[src/rtl/noc_initiator_if.sv]
// noc_initiator_if: host request/data channels plus the NoC transmit/receive flit link.
interface noc_initiator_if;
  logic        req_valid;
  logic        req_ready;
  logic        req_write;
  logic [3:0]  req_dev;
  logic [2:0]  req_reg;
  logic [4:0]  req_len;
  logic        wr_valid;
  logic        wr_ready;
  logic [63:0] wr_data;
  logic        rd_valid;
  logic [63:0] rd_data;
  logic        rd_last;
  logic        resp_done;
  logic        resp_err;
  logic        Firstout;
  logic [63:0] Dout;
  logic        Firstin;
  logic [63:0] Din;
  modport master (
    input  req_valid, req_write, req_dev, req_reg, req_len, wr_valid, wr_data, Firstin, Din,
    output req_ready, wr_ready, rd_valid, rd_data, rd_last, resp_done, resp_err, Firstout, Dout
  );
  modport slave (
    output req_valid, req_write, req_dev, req_reg, req_len, wr_valid, wr_data, Firstin, Din,
    input  req_ready, wr_ready, rd_valid, rd_data, rd_last, resp_done, resp_err, Firstout, Dout
  );
endinterface

[src/rtl/noc_initiator.sv]
// noc_initiator: issues one buffered write or read burst at a time to a NoC device node.
module noc_initiator #(
  parameter logic [3:0] SRC_ID  = 4'd0,
  parameter int         MAX_LEN = 16,
  parameter int         TIMEOUT = 1024
) (
  input logic            Clk,
  input logic            Reset_n,
  noc_initiator_if.master bus
);
  localparam int         AW   = $clog2(MAX_LEN);
  localparam int         TW   = $clog2(TIMEOUT + 1);
  localparam logic [4:0] MAXL = 5'(MAX_LEN);
  typedef enum logic [2:0] {IDLE, FILL, CMD, WDATA, WAIT, RDATA, DONE} state_t;
  state_t        state, state_n;
  logic          write_q, write_n;
  logic [3:0]    dev_q, dev_n;
  logic [2:0]    reg_q, reg_n;
  logic [4:0]    len_q, len_n;
  logic [4:0]    cnt, cnt_n;
  logic [TW-1:0] tcnt, tcnt_n;
  logic          err_q, err_n;
  logic          mem_we;
  logic [63:0]   mem [MAX_LEN];
  logic          accept, bad_len;
  logic          req_ready_n, wr_ready_n, rd_valid_n, rd_last_n, resp_done_n, resp_err_n, first_n;
  logic [63:0]   rd_data_n, dout_n;
  assign accept  = bus.req_valid && bus.req_ready;
  assign bad_len = bus.req_len == 5'd0 || bus.req_len > MAXL;
  always_comb begin
    state_n     = state;
    write_n     = write_q;
    dev_n       = dev_q;
    reg_n       = reg_q;
    len_n       = len_q;
    cnt_n       = cnt;
    tcnt_n      = tcnt;
    err_n       = err_q;
    mem_we      = 1'b0;
    req_ready_n = 1'b0;
    wr_ready_n  = 1'b0;
    rd_valid_n  = 1'b0;
    rd_last_n   = 1'b0;
    rd_data_n   = '0;
    resp_done_n = 1'b0;
    resp_err_n  = 1'b0;
    first_n     = 1'b0;
    dout_n      = '0;
    case (state)
      IDLE: begin
        req_ready_n = !accept;
        if (accept) begin
          write_n = bus.req_write;
          dev_n   = bus.req_dev;
          reg_n   = bus.req_reg;
          len_n   = bus.req_len;
          // An illegal length is rejected straight from IDLE; nothing reaches the link
          resp_done_n = bad_len;
          resp_err_n  = bad_len;
          wr_ready_n  = !bad_len && bus.req_write;
          state_n     = bad_len ? IDLE : bus.req_write ? FILL : CMD;
        end
      end
      FILL: begin
        mem_we     = bus.wr_valid && bus.wr_ready;
        cnt_n      = mem_we ? cnt + 5'd1 : cnt;
        wr_ready_n = cnt_n < len_q;
        state_n    = cnt_n == len_q ? CMD : FILL;
      end
      CMD: begin
        first_n = 1'b1;
        dout_n  = {write_q ? 5'd4 : 5'd2, 3'b0, dev_q, SRC_ID, 3'b0, len_q, 37'b0, reg_q};
        cnt_n   = '0;
        tcnt_n  = '0;
        err_n   = 1'b0;
        state_n = write_q ? WDATA : WAIT;
      end
      WDATA: begin
        dout_n  = mem[cnt[AW-1:0]];
        cnt_n   = cnt + 5'd1;
        state_n = cnt + 5'd1 == len_q ? WAIT : WDATA;
      end
      WAIT: begin
        cnt_n  = '0;
        tcnt_n = tcnt + TW'(1);
        if (bus.Firstin && bus.Din[63:48] == (write_q ? 16'h2827 : 16'h1827)) begin
          state_n = write_q ? DONE : RDATA;
          err_n   = 1'b0;
        end else if (tcnt == TW'(TIMEOUT - 1)) begin
          state_n = DONE;
          err_n   = 1'b1;
        end
      end
      RDATA: begin
        // A new packet header inside the burst means the responder broke protocol
        if (bus.Firstin) begin
          state_n = DONE;
          err_n   = 1'b1;
        end else begin
          rd_valid_n = 1'b1;
          rd_data_n  = bus.Din;
          cnt_n      = cnt + 5'd1;
          rd_last_n  = cnt + 5'd1 == len_q;
          state_n    = cnt + 5'd1 == len_q ? DONE : RDATA;
        end
      end
      DONE: begin
        resp_done_n = 1'b1;
        resp_err_n  = err_q;
        err_n       = 1'b0;
        cnt_n       = '0;
        state_n     = IDLE;
      end
      default: state_n = IDLE;
    endcase
  end
  always_ff @(posedge Clk or negedge Reset_n) begin
    if (!Reset_n) begin
      state         <= IDLE;
      write_q       <= 1'b0;
      dev_q         <= '0;
      reg_q         <= '0;
      len_q         <= '0;
      cnt           <= '0;
      tcnt          <= '0;
      err_q         <= 1'b0;
      bus.req_ready <= 1'b1;
      bus.wr_ready  <= 1'b0;
      bus.rd_valid  <= 1'b0;
      bus.rd_data   <= '0;
      bus.rd_last   <= 1'b0;
      bus.resp_done <= 1'b0;
      bus.resp_err  <= 1'b0;
      bus.Firstout  <= 1'b0;
      bus.Dout      <= '0;
    end else begin
      state         <= state_n;
      write_q       <= write_n;
      dev_q         <= dev_n;
      reg_q         <= reg_n;
      len_q         <= len_n;
      cnt           <= cnt_n;
      tcnt          <= tcnt_n;
      err_q         <= err_n;
      bus.req_ready <= req_ready_n;
      bus.wr_ready  <= wr_ready_n;
      bus.rd_valid  <= rd_valid_n;
      bus.rd_data   <= rd_data_n;
      bus.rd_last   <= rd_last_n;
      bus.resp_done <= resp_done_n;
      bus.resp_err  <= resp_err_n;
      bus.Firstout  <= first_n;
      bus.Dout      <= dout_n;
    end
  end
  always_ff @(posedge Clk) begin
    if (mem_we) mem[cnt[AW-1:0]] <= bus.wr_data;
  end
endmodule
[src/flat_wrapper.sv]
// flat-port wrapper written by rule: the top's interface ports become plain ports
module noc_initiator_flat 
#(
  parameter logic [3:0] SRC_ID  = 4'd0,
  parameter int         MAX_LEN = 16,
  parameter int         TIMEOUT = 1024
)
  (Clk, Reset_n, bus_req_valid, bus_req_write, bus_req_dev, bus_req_reg, bus_req_len, bus_wr_valid, bus_wr_data, bus_Firstin, bus_Din, bus_req_ready, bus_wr_ready, bus_rd_valid, bus_rd_data, bus_rd_last, bus_resp_done, bus_resp_err, bus_Firstout, bus_Dout);
  noc_initiator_if bus_i ();
  input logic Clk;
  input logic Reset_n;
  input wire logic [$bits(bus_i.req_valid)-1:0] bus_req_valid;
  input wire logic [$bits(bus_i.req_write)-1:0] bus_req_write;
  input wire logic [$bits(bus_i.req_dev)-1:0] bus_req_dev;
  input wire logic [$bits(bus_i.req_reg)-1:0] bus_req_reg;
  input wire logic [$bits(bus_i.req_len)-1:0] bus_req_len;
  input wire logic [$bits(bus_i.wr_valid)-1:0] bus_wr_valid;
  input wire logic [$bits(bus_i.wr_data)-1:0] bus_wr_data;
  input wire logic [$bits(bus_i.Firstin)-1:0] bus_Firstin;
  input wire logic [$bits(bus_i.Din)-1:0] bus_Din;
  output wire logic [$bits(bus_i.req_ready)-1:0] bus_req_ready;
  output wire logic [$bits(bus_i.wr_ready)-1:0] bus_wr_ready;
  output wire logic [$bits(bus_i.rd_valid)-1:0] bus_rd_valid;
  output wire logic [$bits(bus_i.rd_data)-1:0] bus_rd_data;
  output wire logic [$bits(bus_i.rd_last)-1:0] bus_rd_last;
  output wire logic [$bits(bus_i.resp_done)-1:0] bus_resp_done;
  output wire logic [$bits(bus_i.resp_err)-1:0] bus_resp_err;
  output wire logic [$bits(bus_i.Firstout)-1:0] bus_Firstout;
  output wire logic [$bits(bus_i.Dout)-1:0] bus_Dout;
  assign bus_i.req_valid = bus_req_valid;
  assign bus_i.req_write = bus_req_write;
  assign bus_i.req_dev = bus_req_dev;
  assign bus_i.req_reg = bus_req_reg;
  assign bus_i.req_len = bus_req_len;
  assign bus_i.wr_valid = bus_wr_valid;
  assign bus_i.wr_data = bus_wr_data;
  assign bus_i.Firstin = bus_Firstin;
  assign bus_i.Din = bus_Din;
  assign bus_req_ready = bus_i.req_ready;
  assign bus_wr_ready = bus_i.wr_ready;
  assign bus_rd_valid = bus_i.rd_valid;
  assign bus_rd_data = bus_i.rd_data;
  assign bus_rd_last = bus_i.rd_last;
  assign bus_resp_done = bus_i.resp_done;
  assign bus_resp_err = bus_i.resp_err;
  assign bus_Firstout = bus_i.Firstout;
  assign bus_Dout = bus_i.Dout;
  noc_initiator #(.SRC_ID(SRC_ID), .MAX_LEN(MAX_LEN), .TIMEOUT(TIMEOUT)) u_core (.Clk(Clk), .Reset_n(Reset_n), .bus(bus_i));
endmodule
[config.mk]
export PLATFORM = sky130hd
export DESIGN_NAME = noc_initiator_flat
export DESIGN_NICKNAME = d
export VERILOG_FILES = /design/src/rtl/noc_initiator_if.sv /design/src/rtl/noc_initiator.sv /design/src/flat_wrapper.sv
export SDC_FILE = /design/constraint.sdc
export NUM_CORES = 1
export LEC_CHECK = 0
export CAP_MARGIN = 20
export CORE_ASPECT_RATIO = 1.4
export CORE_MARGIN = 4
export CORE_UTILIZATION = 55
export CTS_CLUSTER_DIAMETER = 50
export DETAILED_ROUTE_END_ITERATION = 6
export PLACE_DENSITY = 0.79
export SYNTH_ARGS = -nofsm -noshare
export SYNTH_HDL_FRONTEND = slang
export SYNTH_SLANG_ARGS = --single-unit
[constraint.sdc]
create_clock -name Clk -period 8.9 [get_ports Clk]
set_clock_uncertainty 0.2 [all_clocks]
set_input_delay 2.225 -clock Clk [delete_from_list [all_inputs] [get_ports Clk]]
set_output_delay 2.225 -clock Clk [all_outputs]
set_load 0.005 [all_outputs]
Word level (Yosys, flattened, before mapping):

Memories as Yosys holds them, arrays and structs flattened.
Cells that the tools add are included.

* flip-flop bits (word level): 168
* bits in latches: 0
* memory bits (writable): 1024
* ROM bits: 0
* memories: 1

* $add $sub $neg: 2
* $mul: 0
* div/mod/pow operators: 0
* magnitude comparators: 2
* equality and inequality tests: 14
* shifts and indexed selects: 0
* muxes and demuxes: 39
* bitwise logic cells: 0
* reduce and logical (&&, ||, !) cells: 18

Memory list
* u_core.mem: depth 16, width 64, read ports 1, clocked after Yosys merged registers in 0, wr ports 1, line noc_initiator.sv:24 `logic [63:0] mem [MAX_LEN];`

Operator list (number)
* $mux 64: 2
* $pmux 64 s2: 1
* $mux 3: 8
* $pmux 11 s2: 1
* $pmux 5 s4: 1
* $pmux 3 s6: 1
* $eq 16x16->1: 1
* $mux 1: 14
* $mux 14: 1
* $add 11x1->11 const B: 1
* $eq 11x10->1 const B: 1
* $eq 5x5->1: 2
* $mux 5: 2
* $eq 3x3->1 const B: 3
* $mux 2: 4
* $eq 3x2->1 const B: 2
* $pmux 1 s2: 3
* $reduce_and 2->1: 3
* $add 5x1->5 const B: 1
* $gt 5x5->1 const B: 1
* $logic_not 5->1: 1
* $lt 5x5->1: 1
* $logic_and 1x1->1: 4
* $ne 2x2->1 const B: 2
* 13 further kinds: 14

Logic depth before layout (Yosys ltp):

Gate-level depths: netlist of the first run.

* word-level depth: 6
* depth in mapped cells: 12

Worst setup path before layout of the first run:

OpenSTA, ideal clock, no wires.

* path type: in2reg
* start: input port bus_wr_valid
* end: memory u_core.mem[3][0], enable pin
* library setup time: 0.565 ns
* arrival: 7.063 ns
* slack: 1.073 ns
* stages: 4
* path buffers: 0
* cell sequence: nand2_1 -> nor2_1 -> nand2_1 -> nor3_1

* word-level cells in the longest chain between the ends: 4

RTL lines
* from (decl): line flat_wrapper.sv:17 `input wire logic [$bits(bus_i.wr_valid)-1:0] bus_wr_valid;`
* $logic_and 1x1->1: line noc_initiator.sv:65 `mem_we = bus.wr_valid && bus.wr_ready;`
* $mux 1: line noc_initiator.sv:49 `case (state)`
* $mux 1: line noc_initiator.sv:157 `if (mem_we) mem[cnt[AW-1:0]] <= bus.wr_data;`
* $mux 1 (implied by the code): line noc_initiator.sv:157
* to (decl): line noc_initiator.sv:24

Every way passes these cells.

Worst setup path in the final report of the first run:

* start: input port bus_wr_valid
* end: memory u_core.mem[13][7], enable pin

Same word-level chain as after synthesis.

==> flow_metrics.env, run 1 <==
export IMPL_period_needed_ns=5.42
export IMPL_hpwlAfterDp_mm=56.2
export IMPL_irDropWorstVdd_v=0.000139
export IMPL_grtUsageTotal_pct=24.2
export IMPL_synth_cell_type_count=49
export IMPL_ioPinCount=281
export IMPL_dr_wl_met3_mm=7.61
export IMPL_maxCapViolations=0
export IMPL_cts_root_buf="clkbuf_16"
export IMPL_drive_above_1_share_pct=23.5
export IMPL_status="completed"
export IMPL_first_pass_iters=5
export IMPL_fmax_mhz=184
export IMPL_grt_max_degree=116
export IMPL_drc=0
export IMPL_clk_path_buf_depth=3
export IMPL_setup_viol=0
export IMPL_r2r_slack_ns=4.54
export IMPL_ys_top_cells_by_area="edfxtp_1, mux4_2, dfrtp_1, and2_1, clkbuf_1"
export IMPL_hold_viol=0
export IMPL_rsz0062_at_grt="false"
export IMPL_wl_per_cell_um=30.2
export IMPL_wirelength_mm=104
export IMPL_utilization_pct=65.1
export IMPL_cts_buffers=103
export IMPL_synth_top_area_cell="edfxtp_1"
export IMPL_startpoint_type="input port"
export IMPL_setup_tns_final_ns=0
export IMPL_die_w_um=249
export IMPL_dieHeight_um=346
export IMPL_synth_area_um2=44800
export IMPL_ys_seq_elements=1192
export IMPL_fin_ws_ns=3.48
export IMPL_cts_resized=0
export IMPL_die_area_um2=86100
export IMPL_syn_nets=2111
export IMPL_core_um2=80500
export IMPL_cts_tree="built"
export IMPL_ctsHoldBuffers=0
export IMPL_clk_pin_slew_ns=0.06
export IMPL_num_rows=123
export IMPL_slew_headroom_pct=25.8
export IMPL_dp_slack_ns=2.90
export IMPL_powerDensity_nw_per_um2=204
export IMPL_via_per_inst=6.27
export IMPL_num_nets_final=2437
export IMPL_crit_arrival_ns=5.52
export IMPL_ys_flop_type="edfxtp_1"
export IMPL_min_path_type="flip-flop to flip-flop"
export IMPL_cts_sinks=1192
export IMPL_synth_edf_count=1024
export IMPL_fin_area_um2=52400
export IMPL_worst_pin_slew_ns=1.11
export IMPL_cp_max_fo=36
export IMPL_drt_iter0_drc=2430
export IMPL_overflow=0
export IMPL_grt_pass1_wl_mm=155
export IMPL_yosys_warnings=0
export IMPL_wl_met1_mm=37.9
export IMPL_numPortBuffers=280
export IMPL_wl_met2_mm=55.4
export IMPL_place_area_um2=48900
export IMPL_area_growth_pct=17.0
export IMPL_leakagePower_uw=0.0169
export IMPL_synth_cells=1955
export IMPL_top_layer_used="met5"
export IMPL_initial_core_util_pct=55.6
export IMPL_critPathKind="input port to flip-flop"
export IMPL_cp_required_ns=8.99
export IMPL_yosysTopAreaCellShare_pct=68.7
export IMPL_whs_ns=0.311
export IMPL_antenna_left=0
export IMPL_antenna_found_initial=6
export IMPL_num_vias=21600
export IMPL_ys_seq_area_share_pct=78.1
export IMPL_fin_crit_sh_pct=61.0
export IMPL_clk_latency_ns=0.68
export IMPL_async_flop_share_pct=14.1
export IMPL_place_congestion=0.877
export IMPL_post_cts_buffers=0
export IMPL_slew_violations=0
export IMPL_cts_htree_levels=3
export IMPL_end_kind="flip-flop"
export IMPL_synth_area_per_cell_um2=22.9
export IMPL_grt_pass1_vias=22800
==> area by class of cell <==
cell class                      instances  area, um2
Antenna cell                            4       10.0
Clock buffer                          147       2900
Clock inverter                         48        482
Fill cell                            4878      28100
Inverter                               10       37.5
Multi-Input combinational cell        656       9430
Sequential cell                      1192      35000
Tap cell                             1062       1330
Timing Repair Buffer                  318       3210
==> per-layer routing <==
metal  vias to the layer above  GRT usage [%]
met2                      1157           42.2
met1                     11500           31.5
met3                       162           4.17
li1                       8749              -
met5                         -              0
met4                         6           7.60
==> sequential cells by signal, summed over array words and instances, names as in the netlist, 3 cells and up <==
signal and count:
u_core.bus.Dout 64, u_core.bus.rd_data 64, u_core.cnt 5, u_core.dev_q 4, u_core.len_q 5, u_core.mem 1024, u_core.reg_q 3, u_core.state 3
u_core.tcnt 11
==> per-stage QoR <==
stage	std cells	power, uW
after floorplan	1955	6190
after global placement	3231	6330
after detailed placement	3237	6340
after CTS	3432	10700
after global routing	3433	11000
final	3437	10700
==> path summary, 6_finish.rpt <==
| check | startpoint | end | cells after the start |
|---|---|---|---|
| worst max-delay path | bus_wr_valid | u_core.mem[13][7] | 6 |
| worst min-delay path | u_core.dev_q[3] | u_core.bus.Dout[55] | 1 |
| worst max register to register | u_core.cnt[1] | u_core.bus.Dout[19] | 5 |
| worst min register to register | u_core.dev_q[3] | u_core.bus.Dout[55] | 1 |
| max in group asynchronous | Reset_n | u_core.bus.Dout[45] | 2 |
| min in group asynchronous | Reset_n | u_core.bus.Dout[32] | 1 |
==> cells by family after synthesis <==
logic type	count (synthesis)	synth area share [%]
multiplexers	331	16.4
AO/OA/AOI/OAI	84	1.18
adder cells (fa/ha/maj)	10	0.279
buffers and inverters	107	1.13
XOR/XNOR	10	0.196
AND/OR/NAND/NOR	221	2.76
flip-flops	1192	78.1
==> Yosys cell counts (2+ instances only) <==
cell type  number
a31oi_1         2
o21a_1          3
nor2_1         24
buf_4          20
and3_1          2
o211ai_1        3
dfrtp_1       167
mux2_2          9
nand4_1         9
a21oi_1        11
nand2_1        34
xnor2_1         5
o21ai_0        31
edfxtp_1     1024
a211oi_1        3
nor3b_1         2
xor2_1          5
inv_1           9
buf_2          13
ha_1           10
nand3_1         7
nor2b_1         6
o31ai_1         3
a22o_1         12
mux4_2        320
buf_6           2
and2_1        117
mux2i_1         2
clkbuf_1       54
nor4_1          2
nand2b_1        4
nor3_1          7
and4_1          2
o21ai_1         6
buf_1           8
a21o_1          4
==> critical path, cell delays in order <==
cell	delay, ns
clkdlybuf4s50_1	0.54
nand2_1	0.19
nor2_1	0.49
nand2_1	0.36
nor2_4	0.89
buf_4	0.75
==> report_power, final <==
group	internal (uW)	switching [uW]
Combinational	58.1	94.1
Clock	2470	1990
Sequential	6070	0.898
==> cells in the final DEF (no fill, tap or decap), types with 11 or more instances in the layout <==
cell             instances
mux4_2                 320
buf_4                   30
nor2_1                  11
clkinv_2                17
and2_1                 116
clkbuf_16              105
a22o_1                  12
nor2_4                  13
nand2_1                 34
o21ai_0                 31
dfrtp_1                163
edfxtp_1              1024
clkdlybuf4s50_1        279
a21oi_1                 11
clkbuf_8                11
clkbuf_1                28
Note: power is estimated with default switching activity, not from simulation.
==> inputs of run 2 (changes only) <==
- CORE_UTILIZATION: 55 -> 53
- clock period: 8.9 -> 4.8 ns (I/O delays scaled with it)
==> run 2 against run 1 <==
  * Cell count increased by 0.87%
  * Routed wire length decreased by 0.30%
  * Critical path type unchanged
  * Largest power group unchanged
  * Hold slack worse by 0.10 ns
  * Sequential power up 85%
  * Critical endpoint is now u_core.mem[14][45]
==> flow_metrics.env, run 2 (synthesis results as in run 1) <==
export IMPL_min_path_type="input port to asynchronous set/reset pin"
export IMPL_layout_common_cells="edfxtp_1, mux4_2, clkdlybuf4s50_1"
export IMPL_status="completed"
export IMPL_leakagePower_uw=0.0170
export IMPL_cts_htree_levels=3
export IMPL_cts_root_buf="clkbuf_16"
export IMPL_slew_violations=0
export IMPL_period_needed_ns=3.37
export IMPL_rsz0062_at_grt="false"
export IMPL_antenna_found_initial=7
export IMPL_utilization_pct=63.4
export IMPL_maxCapViolations=0
export IMPL_slew_headroom_pct=33.1
export IMPL_end_kind="flip-flop"
export IMPL_clk_path_buf_depth=3
export IMPL_crit_arrival_ns=3.48
export IMPL_place_congestion=0.857
export IMPL_largest_register_ffs=1024
export IMPL_drt_iter0_drc=2349
export IMPL_cp_required_ns=4.90
export IMPL_via_per_inst=6.24
export IMPL_grt_max_degree=151
export IMPL_num_rows=125
export IMPL_cp_startpoint="bus_wr_valid"
export IMPL_r2r_slack_ns=1.55
export IMPL_cts_sinks=1192
export IMPL_num_nets_final=2446
export IMPL_setup_worst_path_end="u_core.mem[14][45]"
export IMPL_fmax_mhz=296
export IMPL_clk_pin_slew_ns=0.07
export IMPL_clk_latency_ns=0.69
export IMPL_die_area_um2=89300
export IMPL_antenna_left=0
export IMPL_mostFrequentLayoutCell="edfxtp_1"
export IMPL_total_power_uw=20300
export IMPL_ctsHoldBuffers=0
export IMPL_powerDensity_nw_per_um2=384
export IMPL_hpwlAfterDp_mm=55.5
export IMPL_num_vias=21600
export IMPL_first_pass_iters=5
export IMPL_wirelength_mm=103
export IMPL_r2r_cells=5
export IMPL_cp_max_fo=36
export IMPL_numPortBuffers=280
export IMPL_startpoint_type="input port"
export IMPL_grt_pass1_wl_mm=155
export IMPL_drive_above_1_share_pct=24.0
export IMPL_cts_tree="built"
export IMPL_r2r_end="u_core.mem[1][61]"
export IMPL_wl_per_cell_um=29.8
export IMPL_initial_core_util_pct=53.7
export IMPL_overflow=0
export IMPL_hold_viol=0
export IMPL_grtUsageTotal_pct=23.5
export IMPL_reg2reg_from="u_core.cnt[0]"
export IMPL_worst_pin_slew_ns=1.00
export IMPL_cts_buffers=107
export IMPL_critPathKind="input port to flip-flop"
export IMPL_final_fill_count=5181
export IMPL_irDropWorstVdd_v=0.000363
export IMPL_drc=0
export IMPL_grt_pass1_vias=23400
export IMPL_area_growth_pct=18.0
export IMPL_fin_crit_sh_pct=70.3
export IMPL_core_um2=83400
export IMPL_post_cts_buffers=0
export IMPL_ioPinCount=281
export IMPL_die_w_um=254
export IMPL_cts_resized=0
export IMPL_dieHeight_um=352
export IMPL_setup_viol=0
## run 2: changes by cell type in the layout (fill, tap and decap cells not counted), moves of 5 or more
cell       delta
buf_4         -5
clkbuf_1     -17
clkbuf_16     +5
clkinv_1     +14
buf_12       +12
## run 2: area by class of cell
cell class / count / area [um2] / area share (%)
Sequential cell: 1192 / 35000 / 66.2
Inverter: 10 / 37.5 / 0.0710
Tap cell: 1079 / 1350 / 2.56
Multi-Input combinational cell: 656 / 9450 / 17.9
Timing Repair Buffer: 323 / 3350 / 6.35
Clock inverter: 73 / 757 / 1.43
Clock buffer: 130 / 2910 / 5.50
Antenna cell: 4 / 10.0 / 0.0189
## run 2: metrics by stage
stage | TNS (ns) | hold WS, ns | worst slack, ns | instance area [um2] | instances
global route | 0 | 0.198 | 1.38 | 52800 | 3466
detailed placement | 0 | 0.292 | 0.859 | 49200 | 3260
global placement | 0 | 0.261 | 0.885 | 49200 | 3260
CTS | 0 | 0.172 | 1.52 | 52800 | 3463
floorplan | -200.39 | 0.243 | -0.284 | 44800 | 1955
finish | 0 | 0.208 | 1.43 | 52800 | 3467
## run 2: routing by layer
layer / part of all wire (%) / GRT usage (%) / vias up
li1: - / - / 8758
met1: 36 / 30.0 / 11500
met2: 54 / 41.7 / 1194
met3: 7.4 / 4.03 / 176
met4: 2.9 / 7.83 / 6
met5: 0.045 / 0 / -
## run 2: how the worst min path moves through the flow
stage	to	slack [ns]	cells after the start
detailed placement	u_core.bus.Dout[54]	0.29	1
finish	u_core.bus.Dout[23]	0.21	1
floorplan	u_core.tcnt[4]	0.24	1
global placement	u_core.tcnt[4]	0.26	1
CTS	u_core.bus.Dout[23]	0.17	1
global route	u_core.bus.Dout[23]	0.20	1
## run 2: critical path: stages
cell,delay [ns]
clkdlybuf4s50_1,0.48
nand2_1,0.18
nor2_1,0.42
nand2_1,0.36
nor2_4,0.21
buf_4,0.59
## run 2: power by group
| part | switching, uW | internal (uW) | leakage, uW |
|---|---|---|---|
| Sequential | 1.52 | 11200 | 0.0115 |
| Combinational | 178 | 109 | 0.00377 |
| Clock | 3860 | 4910 | 0.00178 |
==> inputs of run 3 (changes only) <==
- clock period: 4.8 -> 3 ns (I/O delays scaled with it)
==> run 3 against run 2 <==
  * Register-to-register slack got worse by 1.4 ns
  * Die area unchanged
  * First-iteration DRC count increased by 4.1%
  * Clock power rose by 57%
  * Global-route usage is 0.61 points higher
  * Largest cell class unchanged
  * Power up 59%
  * Final area rose by 1.5%
  * Routed wire length increased by 3.1%
  * Sequential cell count did not move
==> flow_metrics.env, run 3 (synthesis results as in run 1) <==
export IMPL_status="completed"
export IMPL_ioPinCount=281
export IMPL_worst_pin_slew_ns=0.798
export IMPL_cp_max_fo=24
export IMPL_wl_met2_mm=56.6
export IMPL_layoutNonFillerInstCount=3517
export IMPL_drive_above_1_share_pct=25.8
export IMPL_utilization_pct=64.4
export IMPL_dr_wl_met3_mm=7.92
export IMPL_cts_sinks=1192
export IMPL_num_vias=21700
export IMPL_core_um2=83400
export IMPL_p_sw_uw=6210
export IMPL_area_growth_pct=19.8
export IMPL_cts_resized=0
export IMPL_grt_pass1_vias=22900
export IMPL_powerDensity_nw_per_um2=601
export IMPL_place_area_um2=50100
export IMPL_slowest_stage="mux4_2"
export IMPL_wl_per_cell_um=30.3
export IMPL_layout_common_cells="edfxtp_1, mux4_2, clkdlybuf4s50_1"
export IMPL_numPortBuffers=280
export IMPL_leakagePower_uw=0.0174
export IMPL_setup_viol=0
export IMPL_dieHeight_um=352
export IMPL_cpMostUsedCell="mux4_2"
export IMPL_whs_ns=0.291
export IMPL_hpwlAfterDp_mm=63.4
export IMPL_power_switching_share_pct=19.3
export IMPL_combPwrFrac_pct=1.5
export IMPL_startpoint_type="flip-flop"
export IMPL_grt_max_degree=122
export IMPL_fin_ws_ns=0.192
export IMPL_num_nets_final=2503
export IMPL_dp_slack_ns=-0.139
export IMPL_cts_root_buf="clkbuf_16"
export IMPL_top_layer_used="met5"
export IMPL_period_needed_ns=2.81
export IMPL_slew_headroom_pct=46.8
export IMPL_dp_cells=3320
export IMPL_power_frac_seq_pct=55.8
export IMPL_grtUsageTotal_pct=24.2
export IMPL_slew_violations=0
export IMPL_post_cts_buffers=0
export IMPL_cts_tree="built"
export IMPL_cts_htree_levels=3
export IMPL_critPathKind="flip-flop to flip-flop"
export IMPL_max_stage_delay_ns=0.56
export IMPL_initial_core_util_pct=53.7
export IMPL_overflow=0
export IMPL_min_path_type="flip-flop to flip-flop"
export IMPL_cp_cell_sequence="buf_12, buf_4, mux4_2, mux4_2, and2_1"
export IMPL_drt_iter0_drc=2445
export IMPL_irDropWorstVdd_v=0.000486
export IMPL_num_rows=125
export IMPL_fin_crit_sh_pct=93.6
export IMPL_rsz0062_at_grt="false"
export IMPL_die_w_um=254
export IMPL_wirelength_mm=107
export IMPL_hold_viol=0
export IMPL_crit_arrival_ns=3.15
export IMPL_drc=0
export IMPL_fmax_mhz=356
export IMPL_end_kind="flip-flop"
export IMPL_grt_pass1_wl_mm=156
export IMPL_largest_register_ffs=1024
export IMPL_wl_met1_mm=38.1
export IMPL_p_int_uw=26000
export IMPL_place_congestion=0.865
export IMPL_clk_path_buf_depth=3
export IMPL_cts_buffers=103
export IMPL_die_area_um2=89300
export IMPL_antenna_left=0
export IMPL_cp_required_ns=3.35
export IMPL_clk_latency_ns=0.68
export IMPL_first_pass_iters=5
export IMPL_maxCapViolations=0
export IMPL_p_clk_share_pct=42.7
export IMPL_antenna_found_initial=9
export IMPL_mostFrequentLayoutCell="edfxtp_1"
export IMPL_fin_area_um2=53600
export IMPL_via_per_inst=6.17
export IMPL_clk_pin_slew_ns=0.06
## run 3: cell count changes in the layout (fill, tap and decap cells not counted), sizes merged
cell,before,now
dlygate4sd3,0,1
clkinv,44,36
clkbuf,131,130
bufinv,10,14
inv,20,17
clkinvlp,9,6
buf,43,103
## run 3: power by group through the flow
stage / combinational (uW) / clock [uW] / sequential, uW
floorplan: 11.1 / 0 / 18400
global placement: 451 / 0 / 18400
detailed placement: 480 / 0 / 18400
CTS: 489 / 14000 / 18000
global route: 525 / 14700 / 18000
finish: 481 / 13800 / 18000
## run 3: worst paths after layout
kind,from,endpoint,slack [ns],depth (start not counted)
max in group asynchronous,Reset_n,u_core.bus.Dout[21],1.48,3
worst max-delay path,u_core.cnt[0],u_core.bus.Dout[21],0.19,5
min in group asynchronous,Reset_n,u_core.bus.Dout[23],0.41,2
worst min-delay path,u_core.tcnt[10],u_core.tcnt[10],0.29,1
worst max register to register,u_core.cnt[0],u_core.bus.Dout[21],0.19,5
worst min register to register,u_core.tcnt[10],u_core.tcnt[10],0.29,1
## run 3: critical path: cells and delay by family (launching register included)
| family | cells | cell delay (ns) |
|---|---|---|
| buffers and inverters | 2 | 0.63 |
| flip-flops | 1 | 0.53 |
| multiplexers | 2 | 1.12 |
| AND/OR/NAND/NOR | 1 | 0.20 |
## run 3: cell type report
cell class / count / area, um2
sequential: 1192 / 35000
clock buffer: 129 / 2800
antenna: 4 / 10.0
fill: 5135 / 29700
timing repair buffer: 384 / 4240
tap: 1079 / 1350
multi-input combinational: 656 / 9530
inverter: 10 / 40.0
clock inverter: 63 / 703
## run 3: metal layers
metal | global-route usage [%] | up-vias
li1 | - | 8870
met1 | 30.5 | 11500
met2 | 42.1 | 1168
met3 | 4.15 | 195
met4 | 9.77 | 10
met5 | 0 | -
## run 3: through the flow
stage | TNS (ns) | total power (uW)
after global placement | -0.319 | 18800
after floorplan | -188.86 | 18400
after detailed placement | -0.200 | 18800
after CTS | 0 | 32500
after global routing | 0 | 33200
final | 0 | 32200
## run 3: repair_timing
action,4_1_cts,5_1_grt
endpoints found under the hold margin,53,0
setup endpoints to repair,0,0
hold buffers,1,0
